[config.mk]
export PLATFORM = sky130hd
export DESIGN_NAME = rd_writeback_track_flat
export DESIGN_NICKNAME = d
export VERILOG_FILES = /design/src/rtl/pipe_pkg.sv /design/src/rtl/rd_writeback_track_if.sv /design/src/rtl/rd_writeback_track_stage.sv /design/src/rtl/rd_writeback_track.sv /design/src/flat_wrapper.sv
export SDC_FILE = /design/constraint.sdc
export NUM_CORES = 1
export LEC_CHECK = 0
export CAP_MARGIN = 20
export CORE_MARGIN = 5
export CORE_UTILIZATION = 40
export DETAILED_ROUTE_END_ITERATION = 10
export PLACE_DENSITY_LB_ADDON = 0.1
export SYNTH_ARGS = -nofsm -noshare
export SYNTH_HDL_FRONTEND = slang
export SYNTH_SLANG_ARGS = --single-unit
[constraint.sdc]
create_clock -name clk -period 5.9 [get_ports clk]
set_input_delay 1.18 -clock clk [delete_from_list [all_inputs] [get_ports clk]]
set_output_delay 1.18 -clock clk [all_outputs]
set_load 0.05 [all_outputs]
[src/rtl/pipe_pkg.sv]
// Shared pipeline types for the write-back tracker: write-back select encoding,
// default widths and the per-stage destination tuple.
package pipe_pkg;

   localparam int unsigned DEF_XLEN = 32;
   localparam int unsigned DEF_REGW = 5;

   typedef enum logic [1:0] {
      WB_ALU  = 2'd0,
      WB_DRAM = 2'd1,
      WB_PC4  = 2'd2,
      WB_EXT  = 2'd3
   } wb_sel_e;

   typedef struct packed {
      logic                valid;
      logic [DEF_REGW-1:0] wr;
      logic                we;
      wb_sel_e             rf_wesl;
      logic [DEF_XLEN-1:0] pc4;
      logic [DEF_XLEN-1:0] ext;
      logic [DEF_XLEN-1:0] wd;
   } stage_t;

   localparam stage_t STAGE_BUBBLE = '{
      valid:   1'b0,
      wr:      '0,
      we:      1'b0,
      rf_wesl: WB_ALU,
      pc4:     '0,
      ext:     '0,
      wd:      '0
   };

   // x0 is hardwired, so a stage never reports it as written
   function automatic logic eff_we(input stage_t s);
      return s.we & s.valid & (s.wr != '0);
   endfunction

endpackage

[src/rtl/rd_writeback_track_if.sv]
// Bus between ID-stage control and the write-back tracker: ID inputs, datapath
// taps and the per-stage destination tuples published to the hazard detector.
interface rd_writeback_track_if #(
   parameter int unsigned XLEN = 32,
   parameter int unsigned REGW = 5
);
   logic            pipeline_stop;
   logic            pipeline_flush;
   logic            id_valid;
   logic [REGW-1:0] id_wr;
   logic            id_we;
   logic [1:0]      id_rf_wesl;
   logic [XLEN-1:0] id_pc4;
   logic [XLEN-1:0] id_ext;
   logic [XLEN-1:0] ex_alu_c;
   logic [XLEN-1:0] mem_dram_rd;

   logic [REGW-1:0] ex_wr, mem_wr, wb_wr;
   logic            ex_we, mem_we, wb_we;
   logic [1:0]      ex_rf_wesl;
   logic [XLEN-1:0] ex_wd, mem_wd, wb_wd;
   logic            wb_valid;

   modport master (
      output pipeline_stop, pipeline_flush, id_valid, id_wr, id_we, id_rf_wesl,
             id_pc4, id_ext, ex_alu_c, mem_dram_rd,
      input  ex_wr, mem_wr, wb_wr, ex_we, mem_we, wb_we, ex_rf_wesl,
             ex_wd, mem_wd, wb_wd, wb_valid
   );

   modport slave (
      input  pipeline_stop, pipeline_flush, id_valid, id_wr, id_we, id_rf_wesl,
             id_pc4, id_ext, ex_alu_c, mem_dram_rd,
      output ex_wr, mem_wr, wb_wr, ex_we, mem_we, wb_we, ex_rf_wesl,
             ex_wd, mem_wd, wb_wd, wb_valid
   );
endinterface

[src/rtl/rd_writeback_track_stage.sv]
// One pipeline stage tuple register with async active-high reset and a bubble
// input that loads an empty slot in place of the incoming tuple.
module rd_stage_reg
   import pipe_pkg::*;
(
   input  logic   clk,
   input  logic   rst_n,
   input  logic   bubble,
   input  stage_t d,
   output stage_t q
);

   always_ff @(posedge clk or posedge rst_n) begin
      if (rst_n) begin
         q <= STAGE_BUBBLE;
      end else if (bubble) begin
         q <= STAGE_BUBBLE;
      end else begin
         q <= d;
      end
   end

endmodule

[src/rtl/rd_writeback_track.sv]
// Carries destination register, write enable, write-back select and data from
// ID through EX/MEM/WB. Optional retire counter: define RD_TRACK_RETIRE_CNT_EN.
module rd_writeback_track
   import pipe_pkg::*;
#(
   parameter int unsigned XLEN = DEF_XLEN,
   parameter int unsigned REGW = DEF_REGW
) (
   input  logic                 clk,
   input  logic                 rst_n,
   rd_writeback_track_if.slave  bus
`ifdef RD_TRACK_RETIRE_CNT_EN
   ,
   output logic [63:0]          retire_cnt
`endif
);

   stage_t          ex_d, ex_q, mem_d, mem_q, wb_d, wb_q;
   logic            ex_bubble;
   logic [XLEN-1:0] ex_wd_c;
   logic [XLEN-1:0] mem_wd_c;
   logic [REGW-1:0] ex_wr_c, mem_wr_c, wb_wr_c;

   assign ex_bubble = bus.pipeline_stop | bus.pipeline_flush | ~bus.id_valid;

   always_comb begin
      ex_d         = STAGE_BUBBLE;
      ex_d.valid   = 1'b1;
      ex_d.wr      = bus.id_wr;
      ex_d.we      = bus.id_we;
      ex_d.rf_wesl = wb_sel_e'(bus.id_rf_wesl);
      ex_d.pc4     = bus.id_pc4;
      ex_d.ext     = bus.id_ext;
   end

   // Load data is not available in EX; the hazard detector stalls on that case
   always_comb begin
      ex_wd_c = '0;
      unique case (ex_q.rf_wesl)
         WB_ALU:  ex_wd_c = bus.ex_alu_c;
         WB_DRAM: ex_wd_c = '0;
         WB_PC4:  ex_wd_c = ex_q.pc4;
         WB_EXT:  ex_wd_c = ex_q.ext;
         default: ex_wd_c = '0;
      endcase
   end

   assign mem_wd_c = (mem_q.rf_wesl == WB_DRAM) ? bus.mem_dram_rd : mem_q.wd;

   always_comb begin
      mem_d    = ex_q;
      mem_d.wd = ex_wd_c;
      wb_d     = mem_q;
      wb_d.wd  = mem_wd_c;
   end

   rd_stage_reg u_ex (
      .clk    (clk),
      .rst_n  (rst_n),
      .bubble (ex_bubble),
      .d      (ex_d),
      .q      (ex_q)
   );

   rd_stage_reg u_mem (
      .clk    (clk),
      .rst_n  (rst_n),
      .bubble (1'b0),
      .d      (mem_d),
      .q      (mem_q)
   );

   rd_stage_reg u_wb (
      .clk    (clk),
      .rst_n  (rst_n),
      .bubble (1'b0),
      .d      (wb_d),
      .q      (wb_q)
   );

   assign ex_wr_c  = ex_q.wr;
   assign mem_wr_c = mem_q.wr;
   assign wb_wr_c  = wb_q.wr;

   assign bus.ex_wr      = ex_wr_c;
   assign bus.mem_wr     = mem_wr_c;
   assign bus.wb_wr      = wb_wr_c;
   assign bus.ex_we      = eff_we(ex_q);
   assign bus.mem_we     = eff_we(mem_q);
   assign bus.wb_we      = eff_we(wb_q);
   assign bus.ex_rf_wesl = ex_q.rf_wesl;
   assign bus.ex_wd      = ex_wd_c;
   assign bus.mem_wd     = mem_wd_c;
   assign bus.wb_wd      = wb_q.wd;
   assign bus.wb_valid   = wb_q.valid;

`ifdef RD_TRACK_RETIRE_CNT_EN
   always_ff @(posedge clk or posedge rst_n) begin
      if (rst_n) begin
         retire_cnt <= '0;
      end else if (wb_q.valid) begin
         retire_cnt <= retire_cnt + 64'd1;
      end
   end
`endif

endmodule

[src/flat_wrapper.sv]
// flat-port wrapper written by rule: the top's interface ports become plain ports
module rd_writeback_track_flat import pipe_pkg::*;
#(
   parameter int unsigned XLEN = DEF_XLEN,
   parameter int unsigned REGW = DEF_REGW
)
  (clk, rst_n, bus_pipeline_stop, bus_pipeline_flush, bus_id_valid, bus_id_wr, bus_id_we, bus_id_rf_wesl, bus_id_pc4, bus_id_ext, bus_ex_alu_c, bus_mem_dram_rd, bus_ex_wr, bus_mem_wr, bus_wb_wr, bus_ex_we, bus_mem_we, bus_wb_we, bus_ex_rf_wesl, bus_ex_wd, bus_mem_wd, bus_wb_wd, bus_wb_valid);
  rd_writeback_track_if #(.XLEN(XLEN), .REGW(REGW)) bus_i ();
  input  logic clk;
  input  logic rst_n;
  input wire logic [$bits(bus_i.pipeline_stop)-1:0] bus_pipeline_stop;
  input wire logic [$bits(bus_i.pipeline_flush)-1:0] bus_pipeline_flush;
  input wire logic [$bits(bus_i.id_valid)-1:0] bus_id_valid;
  input wire logic [$bits(bus_i.id_wr)-1:0] bus_id_wr;
  input wire logic [$bits(bus_i.id_we)-1:0] bus_id_we;
  input wire logic [$bits(bus_i.id_rf_wesl)-1:0] bus_id_rf_wesl;
  input wire logic [$bits(bus_i.id_pc4)-1:0] bus_id_pc4;
  input wire logic [$bits(bus_i.id_ext)-1:0] bus_id_ext;
  input wire logic [$bits(bus_i.ex_alu_c)-1:0] bus_ex_alu_c;
  input wire logic [$bits(bus_i.mem_dram_rd)-1:0] bus_mem_dram_rd;
  output wire logic [$bits(bus_i.ex_wr)-1:0] bus_ex_wr;
  output wire logic [$bits(bus_i.mem_wr)-1:0] bus_mem_wr;
  output wire logic [$bits(bus_i.wb_wr)-1:0] bus_wb_wr;
  output wire logic [$bits(bus_i.ex_we)-1:0] bus_ex_we;
  output wire logic [$bits(bus_i.mem_we)-1:0] bus_mem_we;
  output wire logic [$bits(bus_i.wb_we)-1:0] bus_wb_we;
  output wire logic [$bits(bus_i.ex_rf_wesl)-1:0] bus_ex_rf_wesl;
  output wire logic [$bits(bus_i.ex_wd)-1:0] bus_ex_wd;
  output wire logic [$bits(bus_i.mem_wd)-1:0] bus_mem_wd;
  output wire logic [$bits(bus_i.wb_wd)-1:0] bus_wb_wd;
  output wire logic [$bits(bus_i.wb_valid)-1:0] bus_wb_valid;
  assign bus_i.pipeline_stop = bus_pipeline_stop;
  assign bus_i.pipeline_flush = bus_pipeline_flush;
  assign bus_i.id_valid = bus_id_valid;
  assign bus_i.id_wr = bus_id_wr;
  assign bus_i.id_we = bus_id_we;
  assign bus_i.id_rf_wesl = bus_id_rf_wesl;
  assign bus_i.id_pc4 = bus_id_pc4;
  assign bus_i.id_ext = bus_id_ext;
  assign bus_i.ex_alu_c = bus_ex_alu_c;
  assign bus_i.mem_dram_rd = bus_mem_dram_rd;
  assign bus_ex_wr = bus_i.ex_wr;
  assign bus_mem_wr = bus_i.mem_wr;
  assign bus_wb_wr = bus_i.wb_wr;
  assign bus_ex_we = bus_i.ex_we;
  assign bus_mem_we = bus_i.mem_we;
  assign bus_wb_we = bus_i.wb_we;
  assign bus_ex_rf_wesl = bus_i.ex_rf_wesl;
  assign bus_ex_wd = bus_i.ex_wd;
  assign bus_mem_wd = bus_i.mem_wd;
  assign bus_wb_wd = bus_i.wb_wd;
  assign bus_wb_valid = bus_i.wb_valid;
  rd_writeback_track #(.XLEN(XLEN), .REGW(REGW)) u_core (.clk(clk), .rst_n(rst_n), .bus(bus_i));
endmodule
* Yosys cells after proc, flatten, opt, wreduce, memory -nomap -nowiden
Cells that the tools add are included.
** Word-level totals
- Bits of input ports :: 141
- Output and inout bits :: 117
- Flip-flop bits (word level) :: 153
- Logic and storage cells :: 35
** Cells by class
- Mux-type cells :: 3
- Bitwise operators :: 9
- Reductions and logical operators :: 4
- Equality and inequality tests :: 4
** Operators with widths (count)
- $pmux W32 S4 :: 1
- $mux W105 :: 1
- $mux W32 :: 1
- $reduce_bool A5 Y1 :: 3
- $and A1 B1 Y1 :: 6
- $eq A2 B1 Y1 const B :: 2
- $eq A2 B2 Y1 const B :: 2
- $logic_not A2 Y1 :: 1
- $or A1 B1 Y1 :: 2
- $not A1 Y1 :: 1

* Longest topological paths before layout
- Depth in word-level cells :: 3
- Gate-level depth with buffers :: 4
- Gate-level depth less buffers :: 2

* Modules after synthesis
A second synthesis with hierarchy kept.
** Unflattened totals
- Cells, all modules :: 790
- Area, all modules :: 11432.2 um2
** Modules (own cells, without submodules)
- rd_stage_reg :: seq. area each 2627.5 um2, cells an instance 222, area an instance 3369.5 um2, instances 3
- rd_writeback_track :: seq. area each 0.0 um2, cells an instance 124, area an instance 1323.8 um2, instances 1

* Least setup slack after synthesis
OpenSTA, ideal clock, no wires.
- Path type :: input to output
- From :: input port bus_mem_dram_rd[5]
- To :: output port bus_mem_wd[5]
- Path buffers :: 0
- Arrival :: 1.674 ns
- Stages :: 1
- Required time :: 4.720 ns
- Slack :: 3.046 ns
- Cell sequence :: mux2_1
** On the way
- Longest elaborated chain between the ends :: 1
** Ends and longest elaborated chain
- start, declared :: RTL line flat_wrapper.sv:20 : input wire logic [$bits(bus_i.mem_dram_rd)-1:0] bus_mem_dram_rd;
- $mux W32 :: RTL line rd_writeback_track.sv:48 : assign mem_wd_c = (mem_q.rf_wesl == WB_DRAM) ? bus.mem_dram_rd : mem_q.wd;
- end, declared :: RTL line flat_wrapper.sv:29 : output wire logic [$bits(bus_i.mem_wd)-1:0] bus_mem_wd;
No other way between the ends.

* Worst setup path in the final report
- From :: register u_core.u_ex.q[97] in the netlist's numbering
- To :: output port bus_ex_wd[26]
** On the way
- Longest elaborated chain between the ends :: 2
- Elaborated cells between the ends (all ways) :: 5
- Classes of those cells :: 3 x eq/ne; 1 x mux; 1 x reduce/logical
** Ends and longest elaborated chain
- start, declared :: RTL line rd_writeback_track_stage.sv:10 : output stage_t q
- start signal, assigned :: RTL line rd_writeback_track_stage.sv:15 : q <= STAGE_BUBBLE;
- start signal, assigned :: RTL line rd_writeback_track_stage.sv:17 : q <= STAGE_BUBBLE;
- start signal, assigned :: RTL line rd_writeback_track_stage.sv:19 : q <= d;
- $eq A2 B2 Y1 (tied with other cells) :: RTL line rd_writeback_track.sv:39 : unique case (ex_q.rf_wesl)
- $pmux W32 S4 (*) :: RTL line rd_writeback_track.sv:39
- end, declared :: RTL line flat_wrapper.sv:28 : output wire logic [$bits(bus_i.ex_wd)-1:0] bus_ex_wd;
Every way passes the cells marked *; elsewhere a longest branch is shown, timed or not.

==> results.sh <==
export IMPL_grt_overflow_total=0
export IMPL_rows=44
export IMPL_max_stage_delay_ns=0.84
export IMPL_worst_r2r_cell_count=3
export IMPL_arrival_ns=2.72
export IMPL_layout_commonest_cell="clkdlybuf4s50_1"
export IMPL_antenna_found_initial=0
export IMPL_grt_pass1_vias=4190
export IMPL_wl_per_cell_um=17.7
export IMPL_cts_max_level=4
export IMPL_track_usage=0.167
export IMPL_grt_max_degree=74
export IMPL_crit_type="flip-flop to primary output"
export IMPL_diodes=0
export IMPL_synth_top_area_share=0.639
export IMPL_min_delay_path_depth=0
export IMPL_first_pass_iters=4
export IMPL_synth_area_mm2=0.00599
export IMPL_vias=3710
export IMPL_ctsResizeCount=0
export IMPL_synth_cells=402
export IMPL_dp_hpwl_um=10300
export IMPL_yosysSeqAreaShare=0.639
export IMPL_crit_slowest_cell="clkdlybuf4s50_1"
export IMPL_ys_seq_elements=153
export IMPL_finalMaxSlewViolations=0
export IMPL_dieArea_mm2=0.0175
export IMPL_vdd_ir_drop_max_v=0.000203
export IMPL_cp_required_ns=4.72
export IMPL_wl_um=14400
export IMPL_path_max_fanout=32
export IMPL_finalCoreUtilization=0.611
export IMPL_dp_cells=777
export IMPL_route_detailed_drc=0
export IMPL_pin_count=258
export IMPL_clk_latency_ns=0.41
export IMPL_avgSynthCellArea_um2=14.9
export IMPL_detail_route_antenna_nets=0
export IMPL_synth_area_leaders="dfrtp_1 (64%), and2_1 (7.5%), mux2_4 (7.5%)"
export IMPL_clk_path_buf_depth=2
export IMPL_p_total_mw=2.64
export IMPL_rsz0062_at_grt="false"
export IMPL_final_cell_mix="clkdlybuf4s50_1 (257), dfrtp_1 (152), and2_1 (72), a22o_1 (32), mux2_2 (32)"
export IMPL_hold_viol_final=0
export IMPL_p_leak_nw=3.98
export IMPL_cts_tree="yes"
export IMPL_fin_worst_skew_ns=0.00768
export IMPL_core_area_mm2=0.0146
export IMPL_die_h_um=132
export IMPL_outcome="finished clean"
export IMPL_crit_path_start_kind="flip-flop"
export IMPL_area_delta_synth_final_pct=48.7
export IMPL_synth_warning_count=0
export IMPL_yosys_area_top_type="dfrtp_1"
export IMPL_drt_iter0_markers=182
export IMPL_max_freq_ghz=0.256
export IMPL_path_clk_slew_ns=0.07
export IMPL_fin_crit_sh=0.661
export IMPL_post_cts_setup_buffers=0
export IMPL_vias_per_cell=4.58
export IMPL_tns_ns=0
export IMPL_cts_buffers=17
export IMPL_maxCapViolCount=0
export IMPL_initial_utilization=0.411
export IMPL_fin_cells=810
export IMPL_holdCritPathClass="flip-flop to flip-flop"
export IMPL_holdBufCountCts=0
export IMPL_clock_sinks=153
export IMPL_die_w_um=132
export IMPL_endpoint_kind="primary output"
export IMPL_yosysUniqueCellTypes=17
export IMPL_period_needed_ns=3.90
export IMPL_grt_pass1_wl_um=22600
export IMPL_cp_cell_sequence="nor2_4 > a22o_1 > clkdlybuf4s50_1"
export IMPL_power_density_mw_per_mm2=296
export IMPL_syn_num_nets=543
export IMPL_finalSetupViolCount=0
export IMPL_worst_slew_pin_slew_ns=0.880
export IMPL_drive_above_1_share=0.168
export IMPL_slew_headroom=0.412
export IMPL_place_congestion=0.773
export IMPL_nets=754
export IMPL_root_buffer="clkbuf_16"
export IMPL_port_buffers=257
metal layers:
metal	up-vias	global-route usage	wire, um	part of all wire
li1	1727	-	-	-
met1	1823	0.181	5390	0.38
met2	141	0.292	7620	0.53
met3	19	0.0683	1070	0.074
met4	0	0.0605	289	0.020
met5	-	0	0	0
cells in the mapped netlist, drive strengths merged:
library cell,number
inv,1
dfrtp,153
and2,72
a22o,32
nor3b,1
o311a,3
or3,3
buf,60
nor2b,1
mux2,64
nor2,1
clkbuf,11
state kept, by name (all words and copies together), names as in the netlist:
| name | cells |
|---|---|
| u_core.u_mem.q | 41 |
| u_core.u_ex.q | 73 |
| u_core.u_wb.q | 39 |
per-stage QoR:
stage          worst slack, ns  area [um2]  hold WS (ns)
6_report                  2.00        8910         0.384
3_5_place_dp              2.04        8340         0.365
5_1_grt                   1.84        8910         0.391
2_1_floorplan            0.599        5990         0.354
3_3_place_gp              2.04        8340         0.360
4_1_cts                   1.82        8890         0.382
cell type report:
| type | count | area (um2) |
|---|---|---|
| clock inverter | 15 | 133 |
| sequential | 153 | 3830 |
| tap | 184 | 230 |
| inverter | 1 | 8.76 |
| timing repair buffer | 263 | 2630 |
| multi-input combinational | 177 | 1660 |
| clock buffer | 17 | 425 |
| fill | 1156 | 5680 |
final timing paths:
path                                     start                  to  slack [ns]
hold reg to reg            u_core.u_mem.q[104]  u_core.u_wb.q[104]        0.38
min in group asynchronous                rst_n   u_core.u_wb.q[22]        1.22
hold / removal             u_core.u_mem.q[104]  u_core.u_wb.q[104]        0.38
setup reg to reg             u_core.u_ex.q[96]  u_core.u_mem.q[26]        4.23
max in group asynchronous                rst_n   u_core.u_ex.q[96]        3.61
setup / recovery             u_core.u_ex.q[97]       bus_ex_wd[26]        2.00
where the power goes:
group	internal [mW]	switching (mW)
clock	0.554	0.459
combinational	0.216	0.294
sequential	1.10	0.0145
worst max-delay path, delay by kind of cell (launching register included):
kind | cells | cell delay [ns]
flip-flops | 1 | 0.42
AO/OA/AOI/OAI | 1 | 0.34
buffers and inverters | 1 | 0.84
AND/OR/NAND/NOR | 1 | 0.71
logic make-up after synthesis:
| kind of cell | Yosys count | synth area share |
|---|---|---|
| compound gates | 35 | 0.0518 |
| buf+inv | 72 | 0.0868 |
| flops | 153 | 0.639 |
| mux | 64 | 0.139 |
| simple gates | 78 | 0.0835 |
No activity file was read; power rests on OpenSTA's default activity.
